--- config.mk ---
export PLATFORM = sky130hd
export DESIGN_NAME = uart_wb_bridge_flat
export DESIGN_NICKNAME = d
export VERILOG_FILES = /design/src/rtl/uart_wb_bridge_if.sv /design/src/rtl/uart_wb_bridge.sv /design/src/flat_wrapper.sv
export SDC_FILE = /design/constraint.sdc
export NUM_CORES = 1
export LEC_CHECK = 0
export ABC_AREA = 1
export BUFFER_PORTS_ARGS = -buffer_cell sky130_fd_sc_hd__buf_2
export CAP_MARGIN = 20
export CELL_PAD_IN_SITES_DETAIL_PLACEMENT = 0
export CELL_PAD_IN_SITES_GLOBAL_PLACEMENT = 2
export CORE_UTILIZATION = 34
export CTS_BUF_LIST = sky130_fd_sc_hd__clkbuf_8 sky130_fd_sc_hd__clkbuf_16
export DETAILED_ROUTE_END_ITERATION = 12
export PLACE_DENSITY_LB_ADDON = 0.2
export SYNTH_ARGS = -nofsm -noshare
export SYNTH_HDL_FRONTEND = slang
export SYNTH_SLANG_ARGS = --single-unit
--- constraint.sdc ---
create_clock -name i_wb_clk -period 4.3 [get_ports i_wb_clk]
set_input_delay 0.86 -clock i_wb_clk [delete_from_list [all_inputs] [get_ports i_wb_clk]]
set_output_delay 0.86 -clock i_wb_clk [all_outputs]
set_load 0.01 [all_outputs]
--- src/rtl/uart_wb_bridge_if.sv ---
// Wishbone B4 pipelined bus bundle between the UART debug bridge (master) and the peripheral fabric.
interface uart_wb_bridge_if #(
  parameter int ADDR_BITS = 32
);
  logic                 o_wb_cyc;
  logic                 o_wb_stb;
  logic                 o_wb_we;
  logic [ADDR_BITS-1:0] o_wb_addr;
  logic [31:0]          o_wb_data;
  logic [31:0]          i_wb_data;
  logic                 i_wb_stall;
  logic                 i_wb_ack;

  modport master (
    output o_wb_cyc, o_wb_stb, o_wb_we, o_wb_addr, o_wb_data,
    input  i_wb_data, i_wb_stall, i_wb_ack
  );

  modport slave (
    input  o_wb_cyc, o_wb_stb, o_wb_we, o_wb_addr, o_wb_data,
    output i_wb_data, i_wb_stall, i_wb_ack
  );
endinterface

--- src/rtl/uart_wb_bridge.sv ---
// UART (8N1) command-frame parser driving one Wishbone pipelined master access per frame,
// replying with status or read data on the serial TX line.
module uart_wb_bridge #(
  parameter int WB_ADDR_BITS   = 32,
  parameter int TICKS_PER_BAUD = 8,
  parameter int TIMEOUT_CYCLES = 1024
) (
  input  logic             i_wb_clk,
  input  logic             i_wb_rst,
  uart_wb_bridge_if.master wb,
  input  logic             i_uart_rx,
  output logic             o_uart_tx
);
  // state    | meaning
  // IDLE     | waiting for command byte
  // ADDR     | collecting 4 address bytes
  // DATA     | collecting 4 write-data bytes
  // BUS_REQ  | cyc+stb asserted until the slave accepts
  // BUS_WAIT | cyc held, waiting for ack
  // RESP     | sending reply bytes
  typedef enum logic [2:0] {
    ST_IDLE, ST_ADDR, ST_DATA, ST_BUS_REQ, ST_BUS_WAIT, ST_RESP
  } state_t;

  localparam int TK_W = (TICKS_PER_BAUD > 2) ? $clog2(TICKS_PER_BAUD) : 1;
  localparam int TO_W = (TIMEOUT_CYCLES > 2) ? $clog2(TIMEOUT_CYCLES) : 1;
  localparam logic [TK_W-1:0] TK_FULL = TK_W'(TICKS_PER_BAUD - 1);
  localparam logic [TK_W-1:0] TK_HALF = TK_W'(TICKS_PER_BAUD / 2 - 1);
  localparam logic [TO_W-1:0] TO_LOAD = TO_W'(TIMEOUT_CYCLES - 1);
  localparam logic [7:0] REPLY_ACK = 8'h06;
  localparam logic [7:0] REPLY_NAK = 8'h15;

  logic            r_rx_meta, r_rx_sync, r_rx_prev;
  logic            r_rx_busy;
  logic [3:0]      r_rx_bit;
  logic [TK_W-1:0] r_rx_tick;
  logic [7:0]      r_rx_shift;
  logic            r_rx_valid, r_rx_ferr;

  logic            r_tx_busy;
  logic [3:0]      r_tx_bits;
  logic [TK_W-1:0] r_tx_tick;
  logic [8:0]      r_tx_frame;
  logic            r_tx_out;
  logic            w_tx_done, w_tx_ready, w_tx_start;
  logic [7:0]      w_tx_byte;

  state_t          r_state, w_state_nxt;
  logic [1:0]      r_cnt, w_cnt_nxt;
  logic [TO_W-1:0] r_to_cnt, w_to_nxt;
  logic            r_we, w_we_nxt;
  logic [31:0]     r_addr_sh, w_addr_nxt;
  logic [31:0]     r_data_sh, w_data_nxt;
  logic [31:0]     r_resp_word, w_resp_nxt;
  logic [2:0]      r_resp_left, w_left_nxt;
  logic            w_bus_ok, w_bus_to;

  // RX bit index: 0 = start, 1..8 = data, 9 = stop
  always_ff @(posedge i_wb_clk) begin
    if (i_wb_rst) begin
      r_rx_meta  <= 1'b1;
      r_rx_sync  <= 1'b1;
      r_rx_prev  <= 1'b1;
      r_rx_busy  <= 1'b0;
      r_rx_bit   <= 4'd0;
      r_rx_tick  <= '0;
      r_rx_shift <= 8'h00;
      r_rx_valid <= 1'b0;
      r_rx_ferr  <= 1'b0;
    end else begin
      r_rx_meta  <= i_uart_rx;
      r_rx_sync  <= r_rx_meta;
      r_rx_prev  <= r_rx_sync;
      r_rx_valid <= 1'b0;
      r_rx_ferr  <= 1'b0;
      if (!r_rx_busy) begin
        if (r_rx_prev && !r_rx_sync) begin
          r_rx_busy <= 1'b1;
          r_rx_bit  <= 4'd0;
          r_rx_tick <= TK_HALF;
        end
      end else if (r_rx_tick != '0) begin
        r_rx_tick <= r_rx_tick - TK_W'(1);
      end else begin
        r_rx_tick <= TK_FULL;
        r_rx_bit  <= r_rx_bit + 4'd1;
        if (r_rx_bit == 4'd0) begin
          if (r_rx_sync) r_rx_busy <= 1'b0;
        end else if (r_rx_bit == 4'd9) begin
          r_rx_busy  <= 1'b0;
          r_rx_valid <= r_rx_sync;
          r_rx_ferr  <= !r_rx_sync;
        end else begin
          r_rx_shift <= {r_rx_sync, r_rx_shift[7:1]};
        end
      end
    end
  end

  // A new byte may load on the last stop-bit cycle so bytes go out back to back
  assign w_tx_done  = r_tx_busy && (r_tx_bits == 4'd0) && (r_tx_tick == '0);
  assign w_tx_ready = !r_tx_busy || w_tx_done;
  assign w_tx_byte  = r_resp_word[31:24];

  always_ff @(posedge i_wb_clk) begin
    if (i_wb_rst) begin
      r_tx_busy  <= 1'b0;
      r_tx_bits  <= 4'd0;
      r_tx_tick  <= '0;
      r_tx_frame <= 9'h1ff;
      r_tx_out   <= 1'b1;
    end else if (w_tx_start) begin
      r_tx_busy  <= 1'b1;
      r_tx_bits  <= 4'd9;
      r_tx_tick  <= TK_FULL;
      r_tx_frame <= {1'b1, w_tx_byte};
      r_tx_out   <= 1'b0;
    end else if (r_tx_busy) begin
      if (r_tx_tick != '0) begin
        r_tx_tick <= r_tx_tick - TK_W'(1);
      end else if (r_tx_bits == 4'd0) begin
        r_tx_busy <= 1'b0;
      end else begin
        r_tx_out   <= r_tx_frame[0];
        r_tx_frame <= {1'b1, r_tx_frame[8:1]};
        r_tx_bits  <= r_tx_bits - 4'd1;
        r_tx_tick  <= TK_FULL;
      end
    end
  end

  always_ff @(posedge i_wb_clk) begin
    if (i_wb_rst) begin
      r_state     <= ST_IDLE;
      r_cnt       <= 2'd0;
      r_to_cnt    <= '0;
      r_we        <= 1'b0;
      r_addr_sh   <= 32'h0;
      r_data_sh   <= 32'h0;
      r_resp_word <= 32'h0;
      r_resp_left <= 3'd0;
    end else begin
      r_state     <= w_state_nxt;
      r_cnt       <= w_cnt_nxt;
      r_to_cnt    <= w_to_nxt;
      r_we        <= w_we_nxt;
      r_addr_sh   <= w_addr_nxt;
      r_data_sh   <= w_data_nxt;
      r_resp_word <= w_resp_nxt;
      r_resp_left <= w_left_nxt;
    end
  end

  always_comb begin
    w_state_nxt = r_state;
    w_cnt_nxt   = r_cnt;
    w_to_nxt    = r_to_cnt;
    w_we_nxt    = r_we;
    w_addr_nxt  = r_addr_sh;
    w_data_nxt  = r_data_sh;
    w_resp_nxt  = r_resp_word;
    w_left_nxt  = r_resp_left;
    w_tx_start  = 1'b0;
    w_bus_ok    = 1'b0;
    w_bus_to    = 1'b0;
    unique case (r_state)
      ST_IDLE: begin
        w_addr_nxt = 32'h0;
        w_data_nxt = 32'h0;
        if (r_rx_valid) begin
          w_cnt_nxt = 2'd3;
          if (r_rx_shift == 8'h01 || r_rx_shift == 8'h02) begin
            w_we_nxt    = (r_rx_shift == 8'h02);
            w_state_nxt = ST_ADDR;
          end else begin
            w_resp_nxt  = {REPLY_NAK, 24'h0};
            w_left_nxt  = 3'd1;
            w_state_nxt = ST_RESP;
          end
        end
      end
      ST_ADDR: begin
        if (r_rx_ferr) begin
          w_state_nxt = ST_IDLE;
        end else if (r_rx_valid) begin
          w_addr_nxt = {r_addr_sh[23:0], r_rx_shift};
          w_cnt_nxt  = r_cnt - 2'd1;
          if (r_cnt == 2'd0) begin
            w_cnt_nxt   = 2'd3;
            w_to_nxt    = TO_LOAD;
            w_state_nxt = r_we ? ST_DATA : ST_BUS_REQ;
          end
        end
      end
      ST_DATA: begin
        if (r_rx_ferr) begin
          w_state_nxt = ST_IDLE;
        end else if (r_rx_valid) begin
          w_data_nxt = {r_data_sh[23:0], r_rx_shift};
          w_cnt_nxt  = r_cnt - 2'd1;
          if (r_cnt == 2'd0) begin
            w_to_nxt    = TO_LOAD;
            w_state_nxt = ST_BUS_REQ;
          end
        end
      end
      ST_BUS_REQ: begin
        w_to_nxt = r_to_cnt - TO_W'(1);
        if (!wb.i_wb_stall && wb.i_wb_ack) w_bus_ok = 1'b1;
        else if (r_to_cnt == '0)           w_bus_to = 1'b1;
        else if (!wb.i_wb_stall)           w_state_nxt = ST_BUS_WAIT;
      end
      ST_BUS_WAIT: begin
        w_to_nxt = r_to_cnt - TO_W'(1);
        if (wb.i_wb_ack)            w_bus_ok = 1'b1;
        else if (r_to_cnt == '0)    w_bus_to = 1'b1;
      end
      ST_RESP: begin
        if (w_tx_ready) begin
          if (r_resp_left != 3'd0) begin
            w_tx_start = 1'b1;
            w_resp_nxt = {r_resp_word[23:0], 8'h00};
            w_left_nxt = r_resp_left - 3'd1;
          end else begin
            w_state_nxt = ST_IDLE;
          end
        end
      end
      default: w_state_nxt = ST_IDLE;
    endcase

    if (w_bus_ok) begin
      w_resp_nxt  = r_we ? {REPLY_ACK, 24'h0} : wb.i_wb_data;
      w_left_nxt  = r_we ? 3'd1 : 3'd4;
      w_state_nxt = ST_RESP;
    end else if (w_bus_to) begin
      w_resp_nxt  = {REPLY_NAK, 24'h0};
      w_left_nxt  = 3'd1;
      w_state_nxt = ST_RESP;
    end
  end

  assign wb.o_wb_cyc  = (r_state == ST_BUS_REQ) || (r_state == ST_BUS_WAIT);
  assign wb.o_wb_stb  = (r_state == ST_BUS_REQ);
  assign wb.o_wb_we   = r_we;
  assign wb.o_wb_addr = r_addr_sh[WB_ADDR_BITS-1:0];
  assign wb.o_wb_data = r_data_sh;
  assign o_uart_tx    = r_tx_out;
endmodule

--- src/flat_wrapper.sv ---
// flat-port wrapper written by rule: the top's interface ports become plain ports
module uart_wb_bridge_flat 
#(
  parameter int WB_ADDR_BITS   = 32,
  parameter int TICKS_PER_BAUD = 8,
  parameter int TIMEOUT_CYCLES = 1024
)
  (i_wb_clk, i_wb_rst, i_uart_rx, o_uart_tx, wb_o_wb_cyc, wb_o_wb_stb, wb_o_wb_we, wb_o_wb_addr, wb_o_wb_data, wb_i_wb_data, wb_i_wb_stall, wb_i_wb_ack);
  uart_wb_bridge_if #(.ADDR_BITS((32))) wb_i ();
  input  logic i_wb_clk;
  input  logic i_wb_rst;
  input  logic i_uart_rx;
  output logic o_uart_tx;
  output wire logic [$bits(wb_i.o_wb_cyc)-1:0] wb_o_wb_cyc;
  output wire logic [$bits(wb_i.o_wb_stb)-1:0] wb_o_wb_stb;
  output wire logic [$bits(wb_i.o_wb_we)-1:0] wb_o_wb_we;
  output wire logic [$bits(wb_i.o_wb_addr)-1:0] wb_o_wb_addr;
  output wire logic [$bits(wb_i.o_wb_data)-1:0] wb_o_wb_data;
  input wire logic [$bits(wb_i.i_wb_data)-1:0] wb_i_wb_data;
  input wire logic [$bits(wb_i.i_wb_stall)-1:0] wb_i_wb_stall;
  input wire logic [$bits(wb_i.i_wb_ack)-1:0] wb_i_wb_ack;
  assign wb_o_wb_cyc = wb_i.o_wb_cyc;
  assign wb_o_wb_stb = wb_i.o_wb_stb;
  assign wb_o_wb_we = wb_i.o_wb_we;
  assign wb_o_wb_addr = wb_i.o_wb_addr;
  assign wb_o_wb_data = wb_i.o_wb_data;
  assign wb_i.i_wb_data = wb_i_wb_data;
  assign wb_i.i_wb_stall = wb_i_wb_stall;
  assign wb_i.i_wb_ack = wb_i_wb_ack;
  uart_wb_bridge #(.WB_ADDR_BITS(WB_ADDR_BITS), .TICKS_PER_BAUD(TICKS_PER_BAUD), .TIMEOUT_CYCLES(TIMEOUT_CYCLES)) u_core (.i_wb_clk(i_wb_clk), .i_wb_rst(i_wb_rst), .wb(wb_i), .i_uart_rx(i_uart_rx), .o_uart_tx(o_uart_tx));
endmodule
==> results by group <==
Status
  – Status: finished clean

Critical path
  – Data arrival, critical path: 1.99 ns
  – Worst reg-to-reg path cell count: 8
  – Crit-path max FO: 13
  – RR Endpoint: u_core.r_resp_word[28]
  – Crit path from: u_core.r_state[0]
  – CP required: 3.44 ns
  – Type of origin of the critical path: register
  – FF-to-FF Start: u_core.r_state[0]
  – Flop2flop setup slack: ~1.9 ns
  – Crit. End Element: output port
  – Crit path to: wb_o_wb_cyc
  – Critical path class: register to output port

Yosys
  – Syn avg cell area: roughly 7 sq um
  – Primary FF master, synth: dfxtp_1
  – Post-synth top area cell: dfxtp_1
  – Top cell type's share of synthesized area: 45.06%
  – Count of cell types in the netlist: 41
  – Synth area leaders: dfxtp_1, nand2_1, nor2_1, a21oi_1, inv_1
  – Seq/Total Area, Yosys: around 45%
  – Post-Synthesis Cells: approximately 950
  – Post-synth ARST share: 0%
  – Post-Syn Area: 6798 sq um
  – Synth Register Bits: 153
  – Syn nets: roughly 1000
  – Most numerous cell in the Yosys netlist: nand2_1
  – Number of flops mapped to enable cells by yosys: 0
  – Synth cell count leaders: nand2_1, dfxtp_1, nor2_1
  – YS warnings: 0

Drt
  – Initial drt markers: 286
  – Drt drc: 0
  – Remaining antenna violation count after routing: 0
  – Drt via density: ~4.6
  – Total number of vias: roughly 6000
  – Drt wl/cell: around 12 microns
  – Final WL: 16290 microns
  – DRT Pass-1 Iters: 4

Global routing
  – Gr ovfl total: 0
  – First-pass GRT wire length: around 27000 microns
  – Gr usage total: about 16%
  – Vias in the first global route: around 5500
  – Initial antenna violation count: 0
  – Largest net degree at the start of global routing: 97

Floorplan
  – I/O Pins: 105
  – Row cnt: 51
  – Initial Utilization: about a third
  – Total core area: 19530 sq um
  – Die Wd: roughly 140 microns
  – Die H: roughly 140 microns
  – DIE AREA: 20560 sq um

Placed design
  – Port Buffers: 104
  – Pre-CTS WS: ~1.8 ns
  – Detailed placer's ending HPWL: approximately 11000 microns
  – Placer Congestion: 0.7783

Cells and area
  – Area of the multi-input gates: 3144 sq um
  – Final net count: 1080
  – Layout cell share with drive strength beyond 1: ~17%
  – Reg area: 3063 sq um
  – ANT cells: 0
  – P&R area growth vs syn: 19.11%
  – # fillers: 2092

STA
  – Tmin final: 2.852 ns
  – Unrepaired setup endpoints after global routing: no
  – Layout Skew: 0.01127 ns
  – Fin Setup TNS: 0 ns
  – Period utilisation layout: 66.33%
  – Rel. slew slack: 30.96%
  – FMAX: 350.6 MHz
  – Final slew viol count: 0
  – Tightest Pin Transition: 1.036 ns
  – Final Hold Viols: 0
  – # setup viols final: 0
  – Setup ws final: 1.448 ns

Hold path
  – Hold path cells: 1
  – Hold Crit Class: register to register

CTS
  – Number of H-tree levels: 4
  – CTS tree: done
  – Clk pin slew, worst setup/hold paths: roughly 0.07 ns
  – Post-cts resize count: 0
  – Worst-Skew Late Latency: 0.43 ns
  – Postcts setup bufs: 0
  – Clock Path Buffers: 2
  – Clock Sinks: ~150
  – CTS Root Cell: clkbuf_16
  – CTS Buf Count: 17
  – Hold buffer count at cts: 0

Pwr
  – Leakage: 0.003700 uW
  – P per Cell Area: 601.2 nW/um^2
  – Peak supply drop: 326.9 uV

Job
  – Max cap viols: 0
-- worst min path at each step --
stage	start	to	slack, ns
3_3_place_gp	u_core.r_rx_meta	u_core.r_rx_sync	0.40
4_1_cts	u_core.r_rx_meta	u_core.r_rx_sync	0.42
6_report	u_core.r_rx_meta	u_core.r_rx_sync	0.41
2_1_floorplan	u_core.r_rx_meta	u_core.r_rx_sync	0.39
5_1_grt	u_core.r_rx_meta	u_core.r_rx_sync	0.44
3_5_place_dp	u_core.r_rx_meta	u_core.r_rx_sync	0.41
-- kinds of logic (layout without fill, tap and decap cells) --
group,after synthesis,in the layout,share of synthesized area [%]
DFF,153,153,45.06
xor gates and xnor gates,5,5,0.6442
adders and majority gates,13,13,2.393
and+or+nand+nor,465,465,28.62
buffers and inverters,141,238,8.853
AOI/OAI and AO/OA,169,169,14.43
-- critical path, stage by stage, from the launching register on --
cell	delay, ns
dfxtp_1	0.68
inv_1	0.08
nand2_1	0.07
nor2_1	0.05
nor2_1	0.36
inv_1	0.16
buf_2	0.17
-- cell usage in the layout, fill, tap and decap left out, types with 5 or more instances in the layout --
| cell type | count |
|---|---|
| buf_4 | 5 |
| clkbuf_16 | 17 |
| a22oi_1 | 32 |
| dfxtp_1 | 153 |
| nor2_1 | 127 |
| a21oi_1 | 71 |
| o211ai_1 | 6 |
| nand3_1 | 29 |
| nand4_1 | 6 |
| buf_2 | 103 |
| inv_1 | 88 |
| o21ai_0 | 44 |
| nand2_2 | 7 |
| xor2_1 | 5 |
| ha_1 | 13 |
| inv_2 | 7 |
| nand2_1 | 271 |
-- where the power goes --
part           switching [uW]  internal [uW]
Clock                     665            820
Combinational            1080            567
Sequential                124           1610
-- per-stage QoR --
step / total power, uW / util, % / hold WS (ns) / area [sq um] / std cells
after floorplan: 3079 / - / 0.3895 / 6798 / 946
after global placement: 3343 / 38.17 / 0.4022 / 7453 / 1274
after detailed placement: 3382 / 38.31 / 0.4062 / 7481 / 1275
after CTS: 4898 / 41.32 / 0.4225 / 8069 / 1307
after global routing: 5278 / 41.46 / 0.4433 / 8097 / 1308
final: 4868 / 41.46 / 0.4143 / 8097 / 1308
-- sequential cells by signal (all words and copies together), names as in the netlist, 4 cells and up --
signal               cells
u_core.r_resp_word      32
u_core.wb.o_wb_addr     32
u_core.wb.o_wb_data     32
u_core.r_to_cnt         10
u_core.r_rx_shift        8
u_core.r_tx_frame        8
u_core.r_rx_bit          4
u_core.r_tx_bits         4
-- routing by layer --
metal,track usage (%),vias up,wire [microns]
met3,3.899,14,636
met4,4.703,0,138
met5,0,-,0
met2,26.37,103,7223
li1,-,3201,-
met1,21.22,2706,8287
-- cell type report --
type / instances / area share, %
timing repair buffer: 110 / 7.510
multi-input combinational: 652 / 38.83
clock inverter: 15 / 2.009
tap: 265 / 4.095
inverter: 96 / 4.466
clock buffer: 17 / 5.254
sequential: 153 / 37.83
Power figures use the tool's default switching activity.
